==> src/rtl/backlight_spi_tx.sv <==
// Serial transmitter for the LED backlight driver: captures one dimming vector per frame,
// optionally smooths it with a per-block IIR, and shifts it out with SCLK/SDO and a latch strobe.
module backlight_spi_tx #(
  parameter int unsigned NUM_BLK   = 24,
  parameter int unsigned DW        = 8,
  parameter int unsigned CLK_DIV   = 4,
  parameter int unsigned IIR_SHIFT = 2
) (
  input  logic                  iClk,
  input  logic                  iRst,
  input  logic                  iFrameStart,
  input  logic [NUM_BLK*DW-1:0] iBlockData,
  input  logic                  iFiltEn,
  output logic                  oSclk,
  output logic                  oSdo,
  output logic                  oLatch,
  output logic                  oBusy,
  output logic                  oDone,
  output logic                  oOverrun
);

  localparam int unsigned BLK_W = (NUM_BLK > 1) ? $clog2(NUM_BLK) : 1;
  localparam int unsigned BIT_W = (DW > 1) ? $clog2(DW) : 1;
  localparam int unsigned DIV_W = (CLK_DIV > 1) ? $clog2(CLK_DIV) : 1;

  localparam logic [2:0] S_IDLE  = 3'd0;
  localparam logic [2:0] S_FILT  = 3'd1;
  localparam logic [2:0] S_SHIFT = 3'd2;
  localparam logic [2:0] S_LATCH = 3'd3;
  localparam logic [2:0] S_DONE  = 3'd4;

  logic [2:0]       state_q, state_d;
  logic [BLK_W-1:0] blk_q, blk_d;
  logic [BIT_W-1:0] bit_q, bit_d;
  logic [DIV_W-1:0] div_q, div_d;
  logic             ph_q, ph_d;
  logic             first_q, first_d;
  logic             filt_en_q, filt_en_d;

  logic sclk_q, sclk_d;
  logic sdo_q, sdo_d;
  logic latch_q, latch_d;
  logic busy_q, busy_d;
  logic done_q, done_d;
  logic ovr_q, ovr_d;

  logic [DW-1:0] x_q [NUM_BLK];
  logic [DW-1:0] y_q [NUM_BLK];

  logic              cap_en;
  logic              y_we;
  logic [DW-1:0]     x_sel, y_sel, y_filt, y_next;
  logic signed [DW:0] diff, step;

  // IIR step for the block currently addressed in FILT; result always lies between y and x
  always_comb begin
    x_sel  = x_q[blk_q];
    y_sel  = y_q[blk_q];
    diff   = $signed({1'b0, x_sel}) - $signed({1'b0, y_sel});
    step   = diff >>> IIR_SHIFT;
    y_filt = y_sel + step[DW-1:0];
    y_next = (filt_en_q && !first_q) ? y_filt : x_sel;
  end

  // Next-state and registered-output logic
  always_comb begin
    state_d   = state_q;
    blk_d     = blk_q;
    bit_d     = bit_q;
    div_d     = div_q;
    ph_d      = ph_q;
    first_d   = first_q;
    filt_en_d = filt_en_q;
    cap_en    = 1'b0;
    y_we      = 1'b0;
    ovr_d     = iFrameStart && (state_q != S_IDLE);

    case (state_q)
      S_IDLE: begin
        if (iFrameStart) begin
          cap_en    = 1'b1;
          filt_en_d = iFiltEn;
          blk_d     = '0;
          state_d   = S_FILT;
        end
      end
      S_FILT: begin
        y_we = 1'b1;
        if (blk_q == BLK_W'(NUM_BLK - 1)) begin
          first_d = 1'b0;
          blk_d   = '0;
          bit_d   = BIT_W'(DW - 1);
          div_d   = '0;
          ph_d    = 1'b0;
          state_d = S_SHIFT;
        end else begin
          blk_d = blk_q + BLK_W'(1);
        end
      end
      S_SHIFT: begin
        if (div_q == DIV_W'(CLK_DIV - 1)) begin
          div_d = '0;
          if (!ph_q) begin
            ph_d = 1'b1;
          end else begin
            ph_d = 1'b0;
            if (bit_q == '0) begin
              bit_d = BIT_W'(DW - 1);
              if (blk_q == BLK_W'(NUM_BLK - 1)) begin
                state_d = S_LATCH;
              end else begin
                blk_d = blk_q + BLK_W'(1);
              end
            end else begin
              bit_d = bit_q - BIT_W'(1);
            end
          end
        end else begin
          div_d = div_q + DIV_W'(1);
        end
      end
      S_LATCH: begin
        if (div_q == DIV_W'(CLK_DIV - 1)) begin
          div_d   = '0;
          state_d = S_DONE;
        end else begin
          div_d = div_q + DIV_W'(1);
        end
      end
      S_DONE: begin
        state_d = S_IDLE;
      end
      default: begin
        state_d = S_IDLE;
      end
    endcase

    // y[0] is never the block written on the FILT->SHIFT edge, so y_q is already current here
    busy_d  = (state_d != S_IDLE);
    done_d  = (state_d == S_DONE);
    latch_d = (state_d == S_LATCH);
    sclk_d  = (state_d == S_SHIFT) && ph_d;
    sdo_d   = (state_d == S_SHIFT) ? y_q[blk_d][bit_d] : 1'b0;
  end

  always_ff @(posedge iClk or posedge iRst) begin
    if (iRst) begin
      state_q   <= S_IDLE;
      blk_q     <= '0;
      bit_q     <= '0;
      div_q     <= '0;
      ph_q      <= 1'b0;
      first_q   <= 1'b1;
      filt_en_q <= 1'b0;
      sclk_q    <= 1'b0;
      sdo_q     <= 1'b0;
      latch_q   <= 1'b0;
      busy_q    <= 1'b0;
      done_q    <= 1'b0;
      ovr_q     <= 1'b0;
    end else begin
      state_q   <= state_d;
      blk_q     <= blk_d;
      bit_q     <= bit_d;
      div_q     <= div_d;
      ph_q      <= ph_d;
      first_q   <= first_d;
      filt_en_q <= filt_en_d;
      sclk_q    <= sclk_d;
      sdo_q     <= sdo_d;
      latch_q   <= latch_d;
      busy_q    <= busy_d;
      done_q    <= done_d;
      ovr_q     <= ovr_d;
    end
  end

  // Captured input vector and filter history
  always_ff @(posedge iClk or posedge iRst) begin
    if (iRst) begin
      for (int unsigned k = 0; k < NUM_BLK; k++) begin
        x_q[k] <= '0;
        y_q[k] <= '0;
      end
    end else begin
      if (cap_en) begin
        for (int unsigned k = 0; k < NUM_BLK; k++) begin
          x_q[k] <= iBlockData[k*DW +: DW];
        end
      end
      if (y_we) begin
        y_q[blk_q] <= y_next;
      end
    end
  end

  assign oSclk    = sclk_q;
  assign oSdo     = sdo_q;
  assign oLatch   = latch_q;
  assign oBusy    = busy_q;
  assign oDone    = done_q;
  assign oOverrun = ovr_q;

endmodule
==> config.mk <==
export PLATFORM = sky130hd
export DESIGN_NAME = backlight_spi_tx
export DESIGN_NICKNAME = d
export VERILOG_FILES = /design/src/rtl/backlight_spi_tx.sv
export SDC_FILE = /design/constraint.sdc
export NUM_CORES = 1
export LEC_CHECK = 0
export BUFFER_PORTS_ARGS = -buffer_cell sky130_fd_sc_hd__buf_2
export CORE_ASPECT_RATIO = 0.75
export CORE_UTILIZATION = 29
export DETAILED_ROUTE_END_ITERATION = 8
export HOLD_SLACK_MARGIN = 0.03
export SETUP_SLACK_MARGIN = 0.1
export SLEW_MARGIN = 10
export SYNTH_ARGS = -nofsm -noshare
export SYNTH_HDL_FRONTEND = slang
export SYNTH_SLANG_ARGS = --single-unit
==> constraint.sdc <==
create_clock -name iClk -period 13 [get_ports iClk]
set_input_delay 1.95 -clock iClk [delete_from_list [all_inputs] [get_ports iClk]]
set_output_delay 1.95 -clock iClk [all_outputs]
set_load 0.1 [all_outputs]
==> impl_metrics.tcl, run 1 <==
set metrics [dict create \
    ys_ff_latch 406 \
    crit_start "blk_q[1]$_DFF_PP0_" \
    end_kind "register" \
    antenna_found_initial 3 \
    postCtsSetupBuffers 0 \
    ioPinCount 202 \
    hold_class "reg2reg" \
    drive_above_1_share_pct 36.2 \
    grt_pass1_wl_um 97800 \
    path_class "reg2reg" \
    fin_crit_ns 6.80 \
    maxCapViolations 0 \
    synth_top_area_share_pct 48.3 \
    grt_pass1_vias 15700 \
    numPortBuffers 201 \
    htreeDepth 2 \
    met1_length_um 28200 \
    netlist_area_um2 21000 \
    slowest_delay_ns 0.80 \
    num-fill-cells 7163 \
    grt_usage_pct 17.0 \
    wire_per_inst_um 22.0 \
    relSlewSlack_pct 21.6 \
    rsz0062_at_grt "no" \
    tightest_slew_ns 1.18 \
    final_common_cell "dfrtp_1" \
    antenna_left 0 \
    synth_ff_type "dfrtp_1" \
    first_pass_iters 6 \
    synth_edf_count 0 \
    pre_cts_slack_ns 6.30 \
    clk_pin_slew_ns 0.07 \
    final-max-slew-violation-count 0 \
    ctsResizeCount 0 \
    hold_start "y_q[108]$_DFFE_PP0P_" \
    crit_buf_inv 3 \
    status "finished clean" \
    r2r_start "blk_q[1]$_DFF_PP0_" \
    die_w_um 313 \
    path_cells "buf_4 -> buf_4 -> mux4_2 -> a22oi_1 -> nand3_1 -> ha_1 -> a21o_1 -> a21oi_1 -> inv_1 -> a221o_1 -> a21o_1 -> a21oi_1 -> xnor2_1 -> ha_1 -> nand2_1 -> o21ai_0 -> xnor2_1 -> xnor2_1 -> nor2_1 -> a21oi_2 -> a31oi_1" \
    final_core_util_pct 33.7 \
    setup_viol 0 \
    synthTopCellsByArea "dfrtp_1 (48%), mux2_2 (14%), mux4_2 (11%)" \
    startpoint_type "register" \
    ctsRootBufferMaster "clkbuf_16" \
    setup_tns_ns 0 \
    syn_inst 1772 \
    core_area_um2 71700 \
    die_h_um 235 \
    place_congestion 0.922 \
    critPathSlowestCell "a21oi_2" \
    viasPerCell 5.38 \
    grt_start_max_net_pins 170 \
    cp_data_arrival_time_ns 7.17 \
    cts_tree "built" \
    synth.avg_cell_area_um2 11.8 \
    max_freq_ghz 0.147 \
    yosysTopAreaCell "dfrtp_1" \
    drt_iter0_drc 1741 \
    hpwl_um 43300 \
    syn_nets 1992 \
    cp_max_fo 46 \
    rrSetupSlack_ns 6.20 \
    ys_async_sr_fraction_pct 100 \
    rows 85 \
    final_cell_mix "dfrtp_1 (403), mux2_2 (265), nand2_1 (248)" \
    required_ns 13.37 \
    die-area_um2 73400 \
    grt_overflow 0 \
    wirelength_um 63500 \
    hold_buffers 0 \
    fin_worst_skew_ns 0.0501 \
    drc_errors 0 \
    final.period_utilization_pct 52.3 \
    yosysWarnings 0 \
    setup_slack_ns 6.20 \
    yosysSeqAreaShare_pct 48.4 \
    synth_cell_types 79 \
    clockBufferDepth 3 \
    wl_met3_um 5850 \
    dr_wl_met2_um 28300 \
    layout.nets 2113 \
    dr_total_vias 15500 \
    crit_family "compound AO/OA/AOI/OAI gates" \
    cts.sinks 406 \
    numCtsBuffers 40 \
    area_growth_syn_to_layout_pct 15.3 \
    finalHoldViolations 0 \
    critPathMostFrequentCell "xnor2_1" \
    clk_latency_ns 0.58 \
    top_layer_used "met4" \
    initial_utilization_pct 29.3 \
]
==> state kept, by name (all words and copies together) (netlist names), 2 cells and up <==
signal and count:
bit_q 3, blk_q 5, y_q 192, state_q 3
x_q 192, div_q 2
==> worst reg2reg max path, cell delays in order, from the launching register on <==
cell     delay, ns
dfrtp_4       0.66
buf_4         0.68
buf_4         0.69
mux4_2        0.44
a22oi_1       0.22
nand3_1       0.15
ha_1          0.39
a21o_1        0.20
a21oi_1       0.13
inv_1         0.06
a221o_1       0.41
a21o_1        0.23
a21oi_1       0.23
xnor2_1       0.13
ha_1          0.33
nand2_1       0.06
o21ai_0       0.22
xnor2_1       0.18
xnor2_1       0.15
nor2_1        0.07
a21oi_2       0.80
a31oi_1       0.20
==> Yosys cell counts, types with 31 or more instances <==
cell and n:
mux4_2 98, nand3_1 35, and3_1 31, mux2_2 265, clkbuf_1 95, dfrtp_1 405, o21ai_0 124, a31oi_1 32
nand2_1 249, a22oi_1 48, a21oi_1 58, buf_2 36
==> cells by family after synthesis <==
family	synth area share, %
and+or+nand+nor	9.18
DFF	48.4
muxes	26.0
AOI/OAI and AO/OA	10.5
buffers and inverters	3.84
adders and majority gates	1.47
xor gates and xnor gates	0.584
==> per-layer routing <==
| layer | vias to the layer above | GRT usage [%] |
|---|---|---|
| met1 | 7992 | 24.9 |
| met4 | 0 | 3.28 |
| met2 | 667 | 25.7 |
| met3 | 92 | 3.95 |
| met5 | - | 0 |
| li1 | 6751 | - |
==> path summary, 6_finish.rpt <==
| kind | end | depth (start not counted) |
|---|---|---|
| worst min register to register | y_q[108]$_DFFE_PP0P_ | 2 |
| worst max-delay path | y_q[151]$_DFFE_PP0P_ | 21 |
| worst min-delay path | y_q[108]$_DFFE_PP0P_ | 2 |
| min in group asynchronous | state_q[0]$_DFF_PP0_ | 2 |
| max in group asynchronous | x_q[148]$_DFFE_PP0P_ | 5 |
| worst max register to register | y_q[151]$_DFFE_PP0P_ | 21 |
==> stage by stage <==
step	hold WS [ns]	instance area, um2	instances
2_1_floorplan	0.458	21000	1772
3_3_place_gp	0.478	22800	2808
3_5_place_dp	0.483	22800	2808
4_1_cts	0.497	24200	2879
5_1_grt	0.504	24200	2880
6_report	0.496	24200	2880
==> cell type report <==
| type | instances | area, um2 | area share, % |
|---|---|---|---|
| Inverter | 29 | 115 | 0.476 |
| Multi-Input combinational cell | 1185 | 10100 | 41.6 |
| Tap cell | 957 | 1200 | 4.95 |
| Clock inverter | 17 | 224 | 0.926 |
| Sequential cell | 406 | 10200 | 42.0 |
| Antenna cell | 1 | 2.50 | 0.0103 |
| Timing Repair Buffer | 231 | 1240 | 5.14 |
| Clock buffer | 54 | 1160 | 4.82 |
Power of run 1 is left out: the tool's default activity adds up to more than one toggle a clock period on the data nets, which glitch-free logic cannot reach.
==> run 2: changes to the inputs <==
Settings changed: ABC_AREA set to 1.
Clock period 13 ns to 6.8 ns, I/O delays scaled along.
==> run 2 against run 1 <==
Clock skew decreased by 0.023 ns. Worst setup slack got worse by 5.1 ns. Via count rose by 34%. Critical path depth increased by 10. Final cell count is 39% higher. Sequential cell count unchanged. Sequential share of layout area shrank 1.5 points. Final area grew 3.7%. Non-clock buffer count up 7. Highest routed layer is now met5.
==> impl_metrics.tcl, run 2 <==
set metrics [dict create \
    antenna_cells 0 \
    cp_max_fo 71 \
    relSlewSlack_pct 26.0 \
    synth.avg_cell_area_um2 7.53 \
    wl_met3_um 8360 \
    holdWs_ns 0.446 \
    end_kind "register" \
    clk_pin_slew_ns 0.06 \
    drt_iter0_drc 2343 \
    setup_tns_ns 0 \
    yosysSeqAreaShare_pct 46.2 \
    dp.cells 3927 \
    ctsResizeCount 0 \
    place_congestion 0.910 \
    synth_top_area_share_pct 46.0 \
    top_regs "x_q: 192 flops, y_q: 192 flops, blk_q: 5 flops" \
    yosysMostFrequentCell "nand2_1" \
    layout.nets 3211 \
    grt_pass1_wl_um 120000 \
    synth_cell_types 56 \
    final-max-slew-violation-count 0 \
    htreeDepth 2 \
    max_freq_ghz 0.175 \
    clockPowerShare_pct 40.0 \
    rsz0062_at_grt "no" \
    die_h_um 241 \
    numPortBuffers 201 \
    final_cell_mix "nand2_1 (892), dfrtp_1 (403), o21ai_0 (345)" \
    dr_wl_met2_um 31700 \
    yosysWarnings 0 \
    synth_commonest_cells "nand2_1 (894), dfrtp_1 (405), o21ai_0 (345), inv_1 (185), a21oi_1 (154)" \
    drive_above_1_share_pct 12.6 \
    cts_tree "built" \
    yosysTopAreaCell "dfrtp_1" \
    fin_cells 3997 \
    vdd_ir_drop_max_v 0.000158 \
    grt_usage_pct 20.0 \
    power_switching_uw 1800 \
    wire_per_inst_um 19.3 \
    dr_total_vias 20800 \
    core_area_um2 75100 \
    hpwl_um 51400 \
    fin_worst_skew_ns 0.0273 \
    syn_nets 3142 \
    critPathMostFrequentCell "nand2_1" \
    setup_viol 0 \
    die-area_um2 77000 \
    critPathSlowestCell "dfrtp_4" \
    final_common_cell "nand2_1" \
    syn_inst 2922 \
    synthTopCellsByArea "dfrtp_1 (46%), nand2_1 (15%), o21ai_0 (7.8%)" \
    numCtsBuffers 41 \
    power_leakage_uw 0.0121 \
    rows 87 \
    ys_async_sr_fraction_pct 100 \
    p_seq_share_pct 45.0 \
    power.internal_uw 4370 \
    viasPerCell 5.20 \
    ioPinCount 202 \
    slowest_delay_ns 0.63 \
    maxCapViolations 0 \
    netlist_area_um2 22000 \
    met1_length_um 35800 \
    ctsRootBufferMaster "clkbuf_16" \
    wirelength_um 77300 \
    clk_latency_ns 0.58 \
    synth_edf_count 0 \
    hold_class "reg2reg" \
    top_layer_used "met5" \
    path_class "reg2reg" \
    grt_start_max_net_pins 223 \
    finalHoldViolations 0 \
    grt_pass1_vias 19400 \
    area_growth_syn_to_layout_pct 13.9 \
    cts.sinks 406 \
    fin_crit_ns 5.73 \
    hold_buffers 0 \
    drc_errors 0 \
    tightest_slew_ns 1.11 \
    p_sw_share_pct 29.2 \
    status "finished clean" \
    startpoint_type "register" \
    postCtsSetupBuffers 0 \
    antenna_found_initial 3 \
    required_ns 7.26 \
    p_comb_share_pct 15.0 \
    initial_utilization_pct 29.3 \
    final_core_util_pct 33.4 \
    first_pass_iters 5 \
    cellPowerDensity_nw_per_um2 246 \
    synth_ff_type "dfrtp_1" \
    clockBufferDepth 3 \
    grt_overflow 0 \
    cp_data_arrival_time_ns 6.19 \
    ys_ff_latch 406 \
    final.period_utilization_pct 84.3 \
    die_w_um 320 \
    antenna_left 0 \
]
-- run 2: changes by cell type after synthesis, moves of 118 or more --
| cell | delta |
|---|---|
| inv_1 | +158 |
| mux2_2 | -265 |
| nand2_1 | +645 |
| nand3_1 | +118 |
| nor2_1 | +123 |
| o21ai_0 | +221 |
| o21ai_1 | +120 |
-- run 2: cells by family after synthesis --
| kind of cell | after synthesis | share of synthesized area, % |
|---|---|---|
| DFF | 406 | 46.2 |
| xor gates and xnor gates | 6 | 0.273 |
| AOI/OAI and AO/OA | 703 | 16.8 |
| and+or+nand+nor | 1370 | 26.9 |
| buffers and inverters | 412 | 8.30 |
| muxes | 1 | 0.102 |
| adders and majority gates | 24 | 1.40 |
-- run 2: power groups by stage --
stage | logic (uW) | clock network, uW | registers (uW)
after floorplan | 638 | 0 | 2780
after global placement | 913 | 0 | 2810
after detailed placement | 920 | 0 | 2810
after CTS | 923 | 2500 | 2770
after global routing | 1040 | 2600 | 2800
final | 929 | 2470 | 2780
-- run 2: area by class of cell --
class	count	area, um2
fill	8040	50000
tap	979	1220
sequential	406	10200
timing repair buffer	238	1400
clock inverter	13	231
clock buffer	57	1190
multi-input combinational	2104	10100
inverter	200	767
-- run 2: worst paths after layout --
kind | start | end | slack, ns | cells past startpoint
min reg2reg | first_q$_DFFE_PP1P_ | first_q$_DFFE_PP1P_ | 0.45 | 2
max in group asynchronous | iRst | y_q[92]$_DFFE_PP0P_ | 4.86 | 4
min | first_q$_DFFE_PP1P_ | first_q$_DFFE_PP1P_ | 0.45 | 2
max | blk_q[0]$_DFF_PP0_ | y_q[183]$_DFFE_PP0P_ | 1.07 | 31
max reg2reg | blk_q[0]$_DFF_PP0_ | y_q[183]$_DFFE_PP0P_ | 1.07 | 31
min in group asynchronous | iRst | x_q[187]$_DFFE_PP0P_ | 0.71 | 3
-- run 2: worst max-delay path, delay by kind of cell (launching register included) --
family          cells  cell delay, ns
compound gates      6            0.73
xor+xnor            2            0.32
fa+ha+maj           2            0.64
buf+inv             3            0.56
flops               1            0.63
simple gates       18            2.61
-- run 2: metal layers --
layer | vias to the layer above | global-route usage [%]
met5 | - | 0
met4 | 4 | 4.03
met3 | 105 | 5.97
met2 | 911 | 28.7
met1 | 9971 | 29.4
li1 | 9776 | -
-- run 2: stage by stage --
| stage | power (uW) | worst slack (ns) | cell area [um2] |
|---|---|---|---|
| CTS | 6200 | 1.16 | 25100 |
| detailed placement | 3730 | 1.20 | 23700 |
| floorplan | 3420 | 0.311 | 22000 |
| global placement | 3730 | 1.32 | 23700 |
| finish | 6170 | 1.07 | 25100 |
| global route | 6450 | 0.623 | 25100 |
No activity file was read; power rests on OpenSTA's default activity.
==> run 3: changes to the inputs <==
Clock period 6.8 ns to 4.6 ns, I/O delays scaled along.
==> run 3 against run 2 <==
The run now ends with negative setup slack left. Sequential share of layout area down 3.3 points. Critical endpoint is now y_q[119]$_DFFE_PP0P_. Routed wire length increased by 5.3%. Sequential power up 48%. Combinational power is 110% higher. Die area unchanged. Global-route usage increased by 0.79 points. Hold slack worse by 0.31 ns.
==> impl_metrics.tcl, run 3 (synthesis results as in run 2) <==
set metrics [dict create \
    fin_area_um2 27300 \
    first_pass_iters 5 \
    top_regs "x_q: 192 flops, y_q: 192 flops, blk_q: 5 flops" \
    drive_above_1_share_pct 20.0 \
    fin_crit_ns 4.89 \
    rrSetupSlack_ns -0.29 \
    status "finished, violations left" \
    final.period_utilization_pct 106 \
    die-area_um2 77000 \
    ctsRootBufferMaster "clkbuf_16" \
    layout.nets 3399 \
    cellPowerDensity_nw_per_um2 355 \
    htreeDepth 2 \
    grt_pass1_vias 20200 \
    end_kind "register" \
    rows 87 \
    die_h_um 241 \
    postPlaceCellArea_um2 25100 \
    wire_per_inst_um 19.4 \
    power.internal_uw 6740 \
    crit_buf_inv 8 \
    numCtsBuffers 42 \
    antenna_left 0 \
    grt_pass1_wl_um 123000 \
    clockPowerShare_pct 37.3 \
    grt_start_max_net_pins 139 \
    viasPerCell 5.16 \
    violations "negative setup slack" \
    die_w_um 320 \
    r2r_start "blk_q[0]$_DFF_PP0_" \
    area_growth_syn_to_layout_pct 23.8 \
    setup_tns_ns -9.25 \
    drt_iter0_drc 2636 \
    setup_viol 53 \
    clockBufferDepth 3 \
    drc_errors 0 \
    final_core_util_pct 36.3 \
    crit_start "blk_q[0]$_DFF_PP0_" \
    p_comb_share_pct 20.1 \
    slowest_delay_ns 0.56 \
    place_congestion 0.926 \
    cp_data_arrival_time_ns 5.35 \
    setup_slack_ns -0.292 \
    core_area_um2 75100 \
    grt_usage_pct 20.8 \
    critPathSlowestCell "dfrtp_4" \
    cp_max_fo 18 \
    power_leakage_uw 0.0132 \
    final-max-slew-violation-count 0 \
    final_common_cell "nand2_1" \
    grt_overflow 0 \
    clk_latency_ns 0.59 \
    clk_pin_slew_ns 0.07 \
    fin_worst_skew_ns 0.0272 \
    p_seq_share_pct 42.6 \
    rsz0062_at_grt "yes" \
    p_sw_share_pct 30.3 \
    crit_family "simple AND/OR/NAND/NOR gates" \
    wirelength_um 81400 \
    hold_class "in2async" \
    vdd_ir_drop_max_v 0.000214 \
    finalHoldViolations 0 \
    antenna_found_initial 4 \
    cts.sinks 406 \
    timing.rr.end "y_q[119]$_DFFE_PP0P_" \
    reg2regPathDepth 28 \
    final_cell_mix "nand2_1 (884), dfrtp_1 (403), o21ai_0 (312)" \
    dr_total_vias 21600 \
    numPortBuffers 201 \
    power_switching_uw 2930 \
    initial_utilization_pct 29.3 \
    ioPinCount 202 \
    maxCapViolations 0 \
    relSlewSlack_pct 36.6 \
    cts_tree "built" \
    required_ns 5.06 \
    path_class "reg2reg" \
    max_freq_ghz 0.204 \
    tightest_slew_ns 0.951 \
    startpoint_type "register" \
    hpwl_um 56500 \
]
run 3: cell count changes in the layout (fill, tap and decap cells not counted), sizes merged:
cell,before,now
clkinv,9,7
diode,0,2
buf,238,421
clkbuf,57,67
inv,195,196
bufinv,6,3
clkinvlp,3,6
run 3: routing by layer:
| layer | global-route usage (%) | up-vias | share of wire, % |
|---|---|---|---|
| met5 | 0 | - | 0.022 |
| met4 | 4.97 | 2 | 1.9 |
| met3 | 6.68 | 104 | 12 |
| met2 | 29.5 | 1040 | 41 |
| met1 | 30.2 | 10300 | 46 |
| li1 | - | 10200 | - |
run 3: worst reg2reg max path, delay by kind of cell, from the launching register on:
kind                     cells  cell delay [ns]
flip-flops                   1             0.56
AND/OR/NAND/NOR             10             1.44
adder cells (fa/ha/maj)      2             0.55
AO/OA/AOI/OAI                6             0.79
XOR/XNOR                     2             0.35
buffers and inverters        8             1.08
run 3: timing repair:
action                     in CTS  in global routing
resized for setup              48                 89
setup buffers                  10                  7
hold buffers                    0                  0
pin swaps                      18                 43
setup endpoints to repair      96                 97
gates cloned                    2                  4
run 3: power groups by stage:
stage | combinational (uW) | sequential, uW | clock [uW]
6_report | 1940 | 4120 | 3610
5_1_grt | 2120 | 4150 | 3790
4_1_cts | 1720 | 4100 | 3660
3_5_place_dp | 1600 | 4170 | 0
3_3_place_gp | 1580 | 4170 | 0
2_1_floorplan | 956 | 4110 | 0
run 3: worst max path at each step:
stage	slack (ns)	to	depth (start not counted)
CTS	-0.17	y_q[111]$_DFFE_PP0P_	33
global route	-0.56	y_q[127]$_DFFE_PP0P_	31
global placement	-0.30	y_q[191]$_DFFE_PP0P_	25
detailed placement	-0.39	y_q[39]$_DFFE_PP0P_	25
floorplan	-1.56	bit_q[0]$_DFF_PP0_	1
finish	-0.29	y_q[119]$_DFFE_PP0P_	28
run 3: area by class of cell:
class	instances	area [um2]
multi-input cells	2104	10500
clock inverters	12	159
diodes	2	5.00
inverters	200	769
clock buffers	63	1250
well taps	979	1220
flip-flops and latches	406	10200
fillers	7806	47800
repair buffers	425	3200
run 3: through the flow:
stage	hold WS, ns	setup slack (ns)	power [uW]	instances
2_1_floorplan	0.424	-1.56	5060	2922
3_3_place_gp	0.438	-0.305	5750	4091
3_5_place_dp	0.439	-0.394	5760	4091
4_1_cts	0.120	-0.174	9490	4178
5_1_grt	0.140	-0.556	10100	4189
6_report	0.137	-0.292	9670	4191
